[src/rtl/fft_resp_pkg.sv]
// rtl/fft_resp_pkg.sv - shared state encoding and field positions for the FFT stream responder
package fft_resp_pkg;

  typedef enum logic [1:0] {
    S_IDLE   = 2'd0,
    S_LOAD   = 2'd1,
    S_UNLOAD = 2'd2
  } state_t;

  localparam int FIELD_W       = 32;
  localparam int POINT_W       = 64;
  localparam int RE_LSB        = 0;
  localparam int IM_LSB        = 32;
  localparam int CFG_FWD_BIT   = 0;
  localparam int CFG_SHIFT_LSB = 1;

endpackage

[src/rtl/fft_resp_buffer.sv]
// rtl/fft_resp_buffer.sv - N x 64 simple dual-port frame buffer with registered read
module fft_resp_buffer
  import fft_resp_pkg::*;
#(
  parameter int ADDR_W = 3,
  parameter int DATA_W = POINT_W
) (
  input  logic              clk,
  input  logic              wr_en,
  input  logic [ADDR_W-1:0] wr_addr,
  input  logic [DATA_W-1:0] wr_data,
  input  logic              rd_en,
  input  logic [ADDR_W-1:0] rd_addr,
  output logic [DATA_W-1:0] rd_data
);

  logic [DATA_W-1:0] mem [1 << ADDR_W];

  // rd_data holds while rd_en is low so the output stage can stall on it
  always_ff @(posedge clk) begin
    if (wr_en) mem[wr_addr] <= wr_data;
    if (rd_en) rd_data <= mem[rd_addr];
  end

endmodule

[src/rtl/fft_stream_responder.sv]
// rtl/fft_stream_responder.sv - buffers an N-point frame and replays it scaled/conjugated
// Optional build macro FFT_RESP_BITREV_EN: replay in bit-reversed index order.
module fft_stream_responder
  import fft_resp_pkg::*;
#(
  parameter int NFFT            = 3,
  parameter int SCALE_SCH_WIDTH = 4,
  parameter int CONFIG_WIDTH    = 8
) (
  input  logic                    clk,
  input  logic                    resetn,
  input  logic                    s_axis_c_tvalid,
  output logic                    s_axis_c_tready,
  input  logic                    s_axis_c_tlast,
  input  logic [CONFIG_WIDTH-1:0] s_axis_c_tdata,
  input  logic                    s_axis_i_tvalid,
  output logic                    s_axis_i_tready,
  input  logic                    s_axis_i_tlast,
  input  logic [POINT_W-1:0]      s_axis_i_tdata,
  output logic                    m_axis_o_tvalid,
  input  logic                    m_axis_o_tready,
  output logic                    m_axis_o_tlast,
  output logic [POINT_W-1:0]      m_axis_o_tdata,
  output logic                    event_tlast_unexpected,
  output logic                    event_tlast_missing,
  output logic                    busy
);

  localparam int             CFG_W    = SCALE_SCH_WIDTH + 1;
  localparam logic [NFFT:0]  LAST_IDX = (NFFT+1)'((1 << NFFT) - 1);
  localparam logic [NFFT:0]  CNT_ONE  = (NFFT+1)'(1);

  state_t            state;
  logic [NFFT:0]     cnt;
  logic [CFG_W-1:0]  cfg_pending, cfg_frame, cfg_next;
  logic              rd_valid, rd_last;
  logic [NFFT-1:0]   rd_addr;
  logic [POINT_W-1:0] rd_data, out_point;
  logic              c_hs, i_hs, out_adv, issue, load_out;
  logic signed [FIELD_W-1:0] re_in, im_in, im_sel;
  logic [SCALE_SCH_WIDTH-1:0] shift;

  wire unused_cfg = ^{s_axis_c_tdata[CONFIG_WIDTH-1:CFG_W], s_axis_c_tlast};

  assign s_axis_c_tready = (state == S_IDLE);
  assign s_axis_i_tready = (state != S_UNLOAD);
  assign busy            = (state != S_IDLE);

  assign c_hs     = s_axis_c_tvalid && s_axis_c_tready;
  assign i_hs     = s_axis_i_tvalid && s_axis_i_tready;
  assign cfg_next = c_hs ? s_axis_c_tdata[CFG_W-1:0] : cfg_pending;

  // Read issue runs one beat ahead of the output register; both stall together
  assign out_adv  = !m_axis_o_tvalid || m_axis_o_tready;
  assign issue    = (state == S_UNLOAD) && !cnt[NFFT] && (!rd_valid || out_adv);
  assign load_out = rd_valid && out_adv;

  always_comb begin
    rd_addr = cnt[NFFT-1:0];
`ifdef FFT_RESP_BITREV_EN
    for (int b = 0; b < NFFT; b++) rd_addr[b] = cnt[NFFT-1-b];
`endif
  end

  always_comb begin
    re_in  = rd_data[RE_LSB +: FIELD_W];
    im_in  = rd_data[IM_LSB +: FIELD_W];
    shift  = cfg_frame[CFG_SHIFT_LSB +: SCALE_SCH_WIDTH];
    im_sel = cfg_frame[CFG_FWD_BIT] ? im_in : -im_in;
    out_point = '0;
    out_point[RE_LSB +: FIELD_W] = re_in >>> shift;
    out_point[IM_LSB +: FIELD_W] = im_sel >>> shift;
  end

  fft_resp_buffer #(.ADDR_W(NFFT), .DATA_W(POINT_W)) u_buffer (
    .clk     (clk),
    .wr_en   (i_hs),
    .wr_addr (cnt[NFFT-1:0]),
    .wr_data (s_axis_i_tdata),
    .rd_en   (issue),
    .rd_addr (rd_addr),
    .rd_data (rd_data)
  );

  always_ff @(posedge clk or negedge resetn) begin
    if (!resetn) begin
      state                  <= S_IDLE;
      cnt                    <= '0;
      cfg_pending            <= CFG_W'(1);
      cfg_frame              <= CFG_W'(1);
      rd_valid               <= 1'b0;
      rd_last                <= 1'b0;
      m_axis_o_tvalid        <= 1'b0;
      m_axis_o_tlast         <= 1'b0;
      m_axis_o_tdata         <= '0;
      event_tlast_unexpected <= 1'b0;
      event_tlast_missing    <= 1'b0;
    end else begin
      event_tlast_unexpected <= i_hs && s_axis_i_tlast && (cnt != LAST_IDX);
      event_tlast_missing    <= i_hs && !s_axis_i_tlast && (cnt == LAST_IDX);
      case (state)
        S_IDLE: begin
          cfg_pending <= cfg_next;
          if (i_hs) begin
            cfg_frame <= cfg_next;
            cnt       <= CNT_ONE;
            state     <= S_LOAD;
          end
        end
        S_LOAD: begin
          if (i_hs) begin
            if (cnt == LAST_IDX) begin
              cnt   <= '0;
              state <= S_UNLOAD;
            end else begin
              cnt <= cnt + CNT_ONE;
            end
          end
        end
        S_UNLOAD: begin
          if (issue) begin
            cnt      <= cnt + CNT_ONE;
            rd_valid <= 1'b1;
            rd_last  <= (cnt == LAST_IDX);
          end else if (out_adv) begin
            rd_valid <= 1'b0;
          end
          if (load_out) begin
            m_axis_o_tvalid <= 1'b1;
            m_axis_o_tdata  <= out_point;
            m_axis_o_tlast  <= rd_last;
          end else if (m_axis_o_tready) begin
            m_axis_o_tvalid <= 1'b0;
          end
          if (m_axis_o_tvalid && m_axis_o_tready && m_axis_o_tlast) begin
            m_axis_o_tvalid <= 1'b0;
            m_axis_o_tlast  <= 1'b0;
            rd_valid        <= 1'b0;
            cnt             <= '0;
            state           <= S_IDLE;
          end
        end
        default: state <= S_IDLE;
      endcase
    end
  end

endmodule

[config.mk]
export PLATFORM = sky130hd
export DESIGN_NAME = fft_stream_responder
export DESIGN_NICKNAME = d
export VERILOG_FILES = /design/src/rtl/fft_resp_pkg.sv /design/src/rtl/fft_resp_buffer.sv /design/src/rtl/fft_stream_responder.sv
export SDC_FILE = /design/constraint.sdc
export NUM_CORES = 1
export LEC_CHECK = 0
export ABC_AREA = 1
export BUFFER_PORTS_ARGS = -buffer_cell sky130_fd_sc_hd__buf_2
export CORE_UTILIZATION = 50
export DETAILED_ROUTE_END_ITERATION = 10
export PLACE_DENSITY = 0.65
export SLEW_MARGIN = 20
export SYNTH_ARGS = -nofsm -noshare
export SYNTH_HDL_FRONTEND = slang
export SYNTH_SLANG_ARGS = --single-unit
export TNS_END_PERCENT = 50
[constraint.sdc]
create_clock -name clk -period 16.63 [get_ports clk]
set_clock_uncertainty 0.15 [all_clocks]
set_input_delay 0.8315 -clock clk [delete_from_list [all_inputs] [get_ports clk]]
set_output_delay 0.8315 -clock clk [all_outputs]
set_load 0.1 [all_outputs]
# After elaboration in Yosys (flattened, before gate mapping)
# Memory sizes are Yosys's and may differ from the RTL's. A register that Yosys moved wholly into a read port is not among the register bits.
# Index checks and enable logic that the tools add are counted.
[classes]
add_sub_neg = 2
eq_ne = 10
n_shift = 2
mux = 23
n_reduce_logical = 31
[ops]
columns = ["operator", "n"]
rows = [
  ["$sshr A32 B4 Y32", 2],
  ["$mux W32", 1],
  ["$neg A32 Y32", 1],
  ["$mux W4", 5],
  ["$pmux W4 S3", 1],
  ["$reduce_and A2 Y1", 6],
  ["$logic_and A1 B1 Y1", 11],
  ["$mux W1", 10],
  ["$reduce_bool A3 Y1", 3],
  ["$mux W2", 4],
  ["$reduce_and A4 Y1", 2],
  ["$ne A2 B2 Y1 const B", 3],
  ["$pmux W2 S3", 1],
  ["$mux W5", 1],
  ["$add A4 B1 Y4 const B", 1],
  ["$eq A4 B3 Y1 const B", 1],
  ["$logic_not A1 Y1", 4],
  ["$ne A2 B1 Y1 const B", 2],
  ["$ne A4 B3 Y1 const B", 1],
  ["$reduce_bool A2 Y1", 2],
  ["$ne A3 B2 Y1 const B", 1],
  ["$eq A2 B1 Y1 const B", 1],
  ["$eq A2 B2 Y1 const B", 1],
  ["$logic_not A2 Y1", 1],
  ["$logic_or A1 B1 Y1", 2],
]
[word_totals]
ff_bits = 86
mem_bits_rw = 512
inputBits = 79
out_inout_bits = 71
elab_cells = 80
n_memories = 1
[mem_list]
columns = ["memory", "depth", "width", "read_ports", "rd_ports_with_merged_regs", "wr", "line", "rtl"]
rows = [
  ["u_buffer.mem", 8, 64, 1, 1, 1, "fft_resp_buffer.sv:17", "logic [DATA_W-1:0] mem [1 << ADDR_W];"],
]

# Logic depth before layout (Yosys ltp)
# Gate-level depths: netlist of the first run.
[depth]
word_depth = 7
mapped_depth = 15
mapped_depth_nobuf = 15

# Hierarchy
# From an unflattened synthesis of the first run, not the netlist that was laid out.
[unflattened]
hier_cells = 3454
hier_area_um2 = 31557.8
[modules_own_cells]
columns = ["mod", "instances", "cells_each", "area_each_um2"]
rows = [
  ["fft_resp_buffer", 1, 2294, 24298.3],
  ["fft_stream_responder", 1, 1160, 7259.5],
]

# Worst setup path after synthesis of the first run
# No wires, ideal clock.
[synth_timing]
path_type = "reg2reg"
startpoint = "register state[0]"
endpoint = "memory u_buffer.mem[5][0] (netlist name) (enable)"
setup_time_ps = 644
arrival_time_ps = 7702
required_ps = 15836
setup_slack_ps = 8133
path_stages_with_launch = 7
synth_period_minus_slack_ps = 8497
path_cell_list = "dfrtp_1 inv_1 ha_1 inv_1 nand2_1 clkbuf_1 nor4_1"
[synth_via]
elab_chain_cells = 4
[synth_rtl]
columns = ["element", "line", "rtl"]
rows = [
  ["from (decl)", "fft_stream_responder.sv:33", "state_t state;"],
  ["from (signal assigned)", "fft_stream_responder.sv:87", "state <= S_IDLE;"],
  ["from (signal assigned)", "fft_stream_responder.sv:107", "state <= S_LOAD;"],
  ["from (signal assigned)", "fft_stream_responder.sv:114", "state <= S_UNLOAD;"],
  ["$ne A2 B2 Y1", "fft_stream_responder.sv:46", "assign s_axis_i_tready = (state != S_UNLOAD);"],
  ["net s_axis_i_tready", "fft_stream_responder.sv:17", "output logic s_axis_i_tready,"],
  ["$logic_and A1 B1 Y1", "fft_stream_responder.sv:50", "assign i_hs = s_axis_i_tvalid && s_axis_i_tready;"],
  ["$mux W1", "fft_resp_buffer.sv:21", "if (wr_en) mem[wr_addr] <= wr_data;"],
  ["$mux W1 (implied by the code)", "fft_resp_buffer.sv:21", ""],
  ["to (decl)", "fft_resp_buffer.sv:17", ""],
]
# The timed path passes the listed nets, and every way through them passes these cells.

# Worst setup path after layout of the first run
[layout_timing]
startpoint = "register cnt[0]"
endpoint = "memory u_buffer.mem[7][9] (netlist name) (enable)"
[layout_rtl]
columns = ["element", "line", "rtl"]
rows = [
  ["from (decl)", "fft_stream_responder.sv:34", "logic [NFFT:0] cnt;"],
  ["from (signal assigned)", "fft_stream_responder.sv:116", "cnt <= cnt + CNT_ONE;"],
  ["from (signal assigned)", "fft_stream_responder.sv:122", "cnt <= cnt + CNT_ONE;"],
]
# No word-level cell before the write port.

==> impl_metrics.json, run 1 <==
{
  "critical_path.startpoint_type": "flip-flop",
  "path_cells": "inv_2 -> nor3_2 -> inv_1 -> nor2_4 -> buf_4",
  "seq_area_frac_synth_pct": 71.7,
  "holdPathEnd": "event_tlast_missing",
  "grt_max_degree": 67,
  "hp-class": "in2reg",
  "share_of_post_route_cells_with_drive_strength_above_1_pct": 15.4,
  "required_ns": 16.70,
  "worst_skew_pair_later_pin_latency_ns": 0.60,
  "max-clock-path-buffers": 3,
  "met2RoutedLength_um": 32400,
  "timing_hold_violations_final": 0,
  "die_y_um": 235,
  "place_congestion": 0.881,
  "critPathMaxStageDelay_ns": 0.77,
  "yosysWarnings": 0,
  "syn_area_mm2": 0.0271,
  "final.min_clock_period_ns": 3.58,
  "yosys.area.top_type_share_pct": 63.8,
  "clock_h_tree_levels": 3,
  "dp_hpwl_um": 40900,
  "postSynthNetCount": 2205,
  "post_synth_main_area_contributors": "sky130_fd_sc_hd__edfxtp_1 64%, sky130_fd_sc_hd__dfrtp_1 7.7%, sky130_fd_sc_hd__nand2_1 6.5%, sky130_fd_sc_hd__nand3_1 5.0%, sky130_fd_sc_hd__a22oi_1 2.5%",
  "first_global_vias": 17000,
  "violation_count_after_the_first_detailed_routing_iteration": 1895,
  "wire_length_of_the_first_global_routing_pass_um": 104000,
  "hold_depth": 2,
  "cts-root-buf": "sky130_fd_sc_hd__clkbuf_16",
  "postCtsSetupRepairBufs": 0,
  "timing.final.crit_share_pct": 21.5,
  "worst-path-max-fanout": 41,
  "worst-endpoint-arrival_ns": 3.65,
  "setup-violations-final": 0,
  "die_wd_um": 235,
  "worst-r2r-setup-slack_ns": 13.05,
  "ff2ff_path_depth": 5,
  "hold_ws_ns": 0.266,
  "asyncSetResetFlopFracSynth_pct": 13.0,
  "maxSlewViolCount": 0,
  "via_count": 17800,
  "synth_top_area_cell": "sky130_fd_sc_hd__edfxtp_1",
  "synth_edf_count": 576,
  "reg2reg_from": "cnt[0]",
  "tritoncts.num_buffers": 69,
  "postSynth.topFlopCell": "sky130_fd_sc_hd__edfxtp_1",
  "number_of_antenna_violations_at_the_first_check_in_global_routing": 12,
  "syn-instance-count": 2120,
  "tns_ns": 0,
  "met3WireLength_um": 5490,
  "grt_setup_unrepaired": "false",
  "cts_tree": "done",
  "postRouteAntennaNets": 0,
  "initial_core_util_pct": 50.5,
  "die_area_mm2": 0.0552,
  "max_cap_viol_count": 0,
  "globalRouteOverflowTotal": 0,
  "cts_resized": 0,
  "number_of_storage_elements_in_the_synthesis_netlist": 662,
  "drt_drc": 0,
  "drt_pass1_iterations": 6,
  "avgSynthCellArea_um2": 12.8,
  "finish.net_count": 2348,
  "p_total_w": 0.00613,
  "worst-setup-path-type": "reg2reg",
  "worst_path_dominant_cell_family": "buffers and inverters",
  "worst_ir_drop_vdd_v": 0.000129,
  "yosysUniqueCellTypes": 57,
  "fp-row-count": 85,
  "clock_sink_count": 662,
  "rr_endpoint": "u_buffer.mem[7][9]",
  "timing.critical_path.to_type": "flip-flop",
  "worst_hold_startpoint": "s_axis_i_tlast",
  "avgRoutedWirePerCell_um": 22.8,
  "via_per_inst": 5.90,
  "cp_num_buf_inv": 3,
  "top_layer": "met5",
  "portBuffers": 145,
  "path_clk_slew_ns": 0.06,
  "grt_util_all_layers_pct": 24.8,
  "worst-slew-pin-transition_ns": 1.06,
  "met1_length_um": 29200,
  "power_density_mw_per_mm2": 200,
  "routed_wirelength_um": 68600,
  "status": "finished clean",
  "power.leakage_nw": 11.2,
  "core_region_area_mm2": 0.0537,
  "max_slew_margin_pct": 29.6,
  "maxClockFrequency_mhz": 279,
  "area_growth_pct": 13.1,
  "critical-path-slowest-cell": "sky130_fd_sc_hd__dfrtp_1",
  "top_level_ports": 150
}
-- flip-flops by register name (all words and copies together) (netlist names) --
signal                  cells
u_buffer.mem              512
m_axis_o_tdata             64
u_buffer.rd_data           64
cfg_frame                   5
cfg_pending                 5
cnt                         4
state                       2
event_tlast_missing         1
event_tlast_unexpected      1
m_axis_o_tlast              1
m_axis_o_tvalid             1
rd_last                     1
rd_valid                    1
-- stage by stage --
stage / utilization [%] / instance area [um^2] / setup WS, ns / instances
6_report: 57.1 / 30700 / 13.05 / 3008
2_1_floorplan: - / 27100 / 8.13 / 2120
5_1_grt: 57.1 / 30700 / 12.87 / 3005
4_1_cts: 57.1 / 30700 / 13.00 / 3005
3_3_place_gp: 53.2 / 28500 / 13.02 / 2887
3_5_place_dp: 53.2 / 28500 / 13.02 / 2887
-- cells in the final DEF, fill, tap and decap left out, types with 5 or more instances in the layout --
cell type                   instances
sky130_fd_sc_hd__clkinv_1           8
sky130_fd_sc_hd__mux2i_1           10
sky130_fd_sc_hd__o211ai_1           9
sky130_fd_sc_hd__clkinv_2           8
sky130_fd_sc_hd__a221oi_1          51
sky130_fd_sc_hd__dfrtp_1           82
sky130_fd_sc_hd__ha_1               6
sky130_fd_sc_hd__clkbuf_1          16
sky130_fd_sc_hd__a22o_1            44
sky130_fd_sc_hd__nand2_2            9
sky130_fd_sc_hd__or2_2             14
sky130_fd_sc_hd__o221ai_1           7
sky130_fd_sc_hd__clkbuf_16         70
sky130_fd_sc_hd__a22oi_1           91
sky130_fd_sc_hd__mux2_2             5
sky130_fd_sc_hd__buf_2            144
sky130_fd_sc_hd__inv_1             58
sky130_fd_sc_hd__o21ai_0           65
sky130_fd_sc_hd__inv_2              9
sky130_fd_sc_hd__nor2_2             6
sky130_fd_sc_hd__nand2_1          467
sky130_fd_sc_hd__nand4_1           50
sky130_fd_sc_hd__nor3_4             7
sky130_fd_sc_hd__edfxtp_1         576
sky130_fd_sc_hd__nand3_1          271
sky130_fd_sc_hd__a2bb2oi_1          9
sky130_fd_sc_hd__a21oi_1           31
sky130_fd_sc_hd__nor4_2             7
sky130_fd_sc_hd__buf_4             38
sky130_fd_sc_hd__nor2_1            60
sky130_fd_sc_hd__o22ai_1            9
sky130_fd_sc_hd__a21boi_1           6
-- cells by family after synthesis --
| kind of cell | after synthesis | synth area share, % |
|---|---|---|
| adder cells (fa/ha/maj) | 6 | 0.277 |
| flip-flops | 662 | 71.7 |
| buffers and inverters | 180 | 3.03 |
| AO/OA/AOI/OAI | 344 | 9.10 |
| AND/OR/NAND/NOR | 910 | 15.2 |
| multiplexers | 15 | 0.576 |
| XOR/XNOR | 3 | 0.0969 |
-- power breakdown --
group / switching, W / total, W / leakage [nW] / internal, W
logic: 0.00183 / 0.00238 / 3.85 / 0.000555
registers: 0.000150 / 0.00229 / 6.28 / 0.00214
clock network: 0.000623 / 0.00145 / 1.02 / 0.000828
total: 0.00260 / 0.00613 / 11.2 / 0.00353
-- synthesized netlist by cell type, drive strengths merged, types with 11 or more instances --
cell type,number
a21oi,32
a221oi,51
a22o,44
a22oi,91
buf,76
clkbuf,35
dfrtp,84
edfxtp,576
inv,68
nand2,478
nand3,273
nand4,51
nor2,72
nor3,11
o21ai,73
or2,14
-- worst reg2reg max path, stage by stage (launching register included) --
cell and delay [ns]:
sky130_fd_sc_hd__dfrtp_1 0.77, sky130_fd_sc_hd__inv_2 0.28, sky130_fd_sc_hd__nor3_2 0.35, sky130_fd_sc_hd__inv_1 0.15
sky130_fd_sc_hd__nor2_4 0.73, sky130_fd_sc_hd__buf_4 0.77
-- final cells by class --
type	count	area (um^2)
Clock buffer	87	1830
Antenna cell	3	7.51
Clock inverter	30	282
Timing Repair Buffer	183	1020
Multi-Input combinational cell	1278	6960
Fill cell	4280	23000
Tap cell	696	871
Sequential cell	662	19500
Inverter	69	262
-- worst max-delay path by stage --
stage,from,end,depth (start not counted)
6_report,cnt[0],u_buffer.mem[7][9],5
5_1_grt,cnt[0],u_buffer.mem[7][17],5
4_1_cts,cnt[0],u_buffer.mem[7][17],5
3_5_place_dp,cnt[0],u_buffer.mem[7][22],5
3_3_place_gp,cnt[0],u_buffer.mem[7][17],5
2_1_floorplan,state[0],u_buffer.mem[5][0],6
-- per-layer routing --
| layer | track usage (%) | vias to the layer above |
|---|---|---|
| li1 | - | 8226 |
| met1 | 34.2 | 8739 |
| met2 | 39.8 | 686 |
| met3 | 5.37 | 93 |
| met4 | 7.12 | 12 |
| met5 | 0 | - |
-- timing repair --
action | 4_1_cts | 5_1_grt
hold buffers | 1 | 0
hold endpoints to repair | 24 | 0
endpoints found under the setup margin | 0 | 0
No activity file was read; power rests on OpenSTA's default activity.
==> inputs of run 2 (changes only) <==
Clock period 16.63 ns to 3.4 ns, I/O delays scaled along.
==> impl_metrics.json, run 2 (same netlist as run 1, synthesis figures left out) <==
{
  "postCtsSetupRepairBufs": 0,
  "worst-setup-path-type": "reg2reg",
  "via_per_inst": 5.85,
  "max_slew_margin_pct": 38.7,
  "endpoint": "m_axis_o_tdata[5]",
  "portBuffers": 145,
  "most-common-layout-cells": "576 x sky130_fd_sc_hd__edfxtp_1, 466 x sky130_fd_sc_hd__nand2_1, 271 x sky130_fd_sc_hd__nand3_1",
  "top_level_ports": 150,
  "timing.final.crit_share_pct": 78.0,
  "path_clk_slew_ns": 0.06,
  "reg2reg_from": "state[0]",
  "number_of_flip_flops_under_the_largest_register_name": 512,
  "largestRegisters": "u_buffer.mem (512), m_axis_o_tdata (64), u_buffer.rd_data (64)",
  "area_growth_pct": 18.0,
  "cts_tree": "done",
  "hp-class": "in2reg",
  "setup-violations-final": 0,
  "rr_endpoint": "m_axis_o_tdata[5]",
  "max-clock-path-buffers": 3,
  "routed_wirelength_um": 69000,
  "number_of_antenna_violations_at_the_first_check_in_global_routing": 3,
  "cts_resized": 0,
  "clock_h_tree_levels": 3,
  "worst_path_dominant_cell_family": "buffers and inverters",
  "finish.net_count": 2433,
  "mostFrequentLayoutCell": "sky130_fd_sc_hd__edfxtp_1",
  "critical_path.startpoint": "state[0]",
  "fillers": 4175,
  "status": "finished clean",
  "final.min_clock_period_ns": 2.65,
  "crit_cells": 10,
  "final_core_utilization_pct": 59.6,
  "worst_ir_drop_vdd_v": 0.000685,
  "timing.critical_path.to_type": "flip-flop",
  "n_antenna_cell": 0,
  "place_congestion": 0.889,
  "clock_sink_count": 662,
  "die_wd_um": 235,
  "max_cap_viol_count": 0,
  "worst-path-max-fanout": 45,
  "critical-path-slowest-cell": "sky130_fd_sc_hd__inv_2",
  "die_area_mm2": 0.0552,
  "initial_core_util_pct": 50.5,
  "power_density_mw_per_mm2": 958,
  "pnr_worst_setup_slack_ns": 0.747,
  "power.leakage_nw": 11.7,
  "worst-r2r-setup-slack_ns": 0.75,
  "avgRoutedWirePerCell_um": 22.2,
  "core_region_area_mm2": 0.0537,
  "via_count": 18100,
  "dp_hpwl_um": 40300,
  "first_global_vias": 17800,
  "cp_num_buf_inv": 4,
  "violation_count_after_the_first_detailed_routing_iteration": 1576,
  "dp_worst_setup_slack_ns": 0.758,
  "drt_drc": 0,
  "grt_util_all_layers_pct": 25.0,
  "required_ns": 3.73,
  "tritoncts.num_buffers": 68,
  "cts.hold.buffers_added": 77,
  "ff2ff_path_depth": 10,
  "fp-row-count": 85,
  "wire_length_of_the_first_global_routing_pass_um": 106000,
  "path_cells": "inv_2 -> ha_4 -> nand2_1 -> nor2_2 -> inv_2 -> nor2_2 -> buf_4 -> inv_1 -> nor2_1 -> a221o_1",
  "grt_max_degree": 71,
  "postRouteAntennaNets": 0,
  "maxSlewViolCount": 0,
  "worst-slew-pin-transition_ns": 0.920,
  "cts-root-buf": "sky130_fd_sc_hd__clkbuf_16",
  "grt_setup_unrepaired": "false",
  "timing_hold_violations_final": 0,
  "critPathMaxStageDelay_ns": 0.57,
  "worst_skew_pair_later_pin_latency_ns": 0.59,
  "share_of_post_route_cells_with_drive_strength_above_1_pct": 15.8,
  "worst-endpoint-arrival_ns": 2.98,
  "die_y_um": 235,
  "maxClockFrequency_mhz": 377,
  "drt_pass1_iterations": 7,
  "registers.top_by_ff_count": "u_buffer.mem",
  "globalRouteOverflowTotal": 0,
  "critical_path.startpoint_type": "flip-flop"
}
[run 2: cell type report]
cell class                 instances  area [um^2]  share of cell area, %
clock buffer                      85         1810                   5.65
multi-input combinational       1278         7030                   22.0
sequential                       662        19500                   60.8
clock inverter                    41          463                   1.45
inverter                          69          265                  0.829
timing repair buffer             269         2110                   6.61
tap                              696          871                   2.72
[run 2: power breakdown]
part / internal [W] / total, W / switching, W
Clock: 0.00449 / 0.00756 / 0.00307
Combinational: 0.00303 / 0.0119 / 0.00886
Sequential: 0.0105 / 0.0112 / 0.000738
Total: 0.0180 / 0.0307 / 0.0127
[run 2: how the worst min path moves through the flow]
stage	start	to	slack, ns	depth (start not counted)
floorplan	resetn	cfg_frame[1]	-0.28	0
global placement	resetn	m_axis_o_tdata[36]	0.20	1
detailed placement	s_axis_i_tlast	event_tlast_missing	0.20	2
CTS	s_axis_i_tvalid	event_tlast_missing	0.04	3
global route	s_axis_i_tvalid	event_tlast_missing	0.06	3
finish	s_axis_i_tvalid	event_tlast_missing	0.05	3
[run 2: worst reg2reg max path, cell delays in order, from the launching register on]
cell	delay (ns)
sky130_fd_sc_hd__dfrtp_1	0.39
sky130_fd_sc_hd__inv_2	0.08
sky130_fd_sc_hd__ha_4	0.18
sky130_fd_sc_hd__nand2_1	0.13
sky130_fd_sc_hd__nor2_2	0.06
sky130_fd_sc_hd__inv_2	0.57
sky130_fd_sc_hd__nor2_2	0.10
sky130_fd_sc_hd__buf_4	0.22
sky130_fd_sc_hd__inv_1	0.31
sky130_fd_sc_hd__nor2_1	0.09
sky130_fd_sc_hd__a221o_1	0.26
[run 2: stage by stage]
stage / instance area (um^2) / setup TNS (ns) / cells / total power, W / hold slack [ns]
6_report: 32000 / 0 / 3100 / 0.0307 / 0.0466
5_1_grt: 32000 / 0 / 3100 / 0.0321 / 0.0552
4_1_cts: 32000 / 0 / 3100 / 0.0308 / 0.0352
3_5_place_dp: 29000 / 0 / 2897 / 0.0231 / 0.201
3_3_place_gp: 29000 / 0 / 2897 / 0.0230 / 0.195
2_1_floorplan: 27300 / -234.43 / 2120 / 0.0198 / -0.276
[run 2: per-layer routing]
metal	vias up	GRT usage (%)	wire (um)
met4	6	6.30	984
met5	-	0	37
li1	8385	-	-
met2	669	41.4	33400
met3	74	3.48	4240
met1	8988	35.1	30300
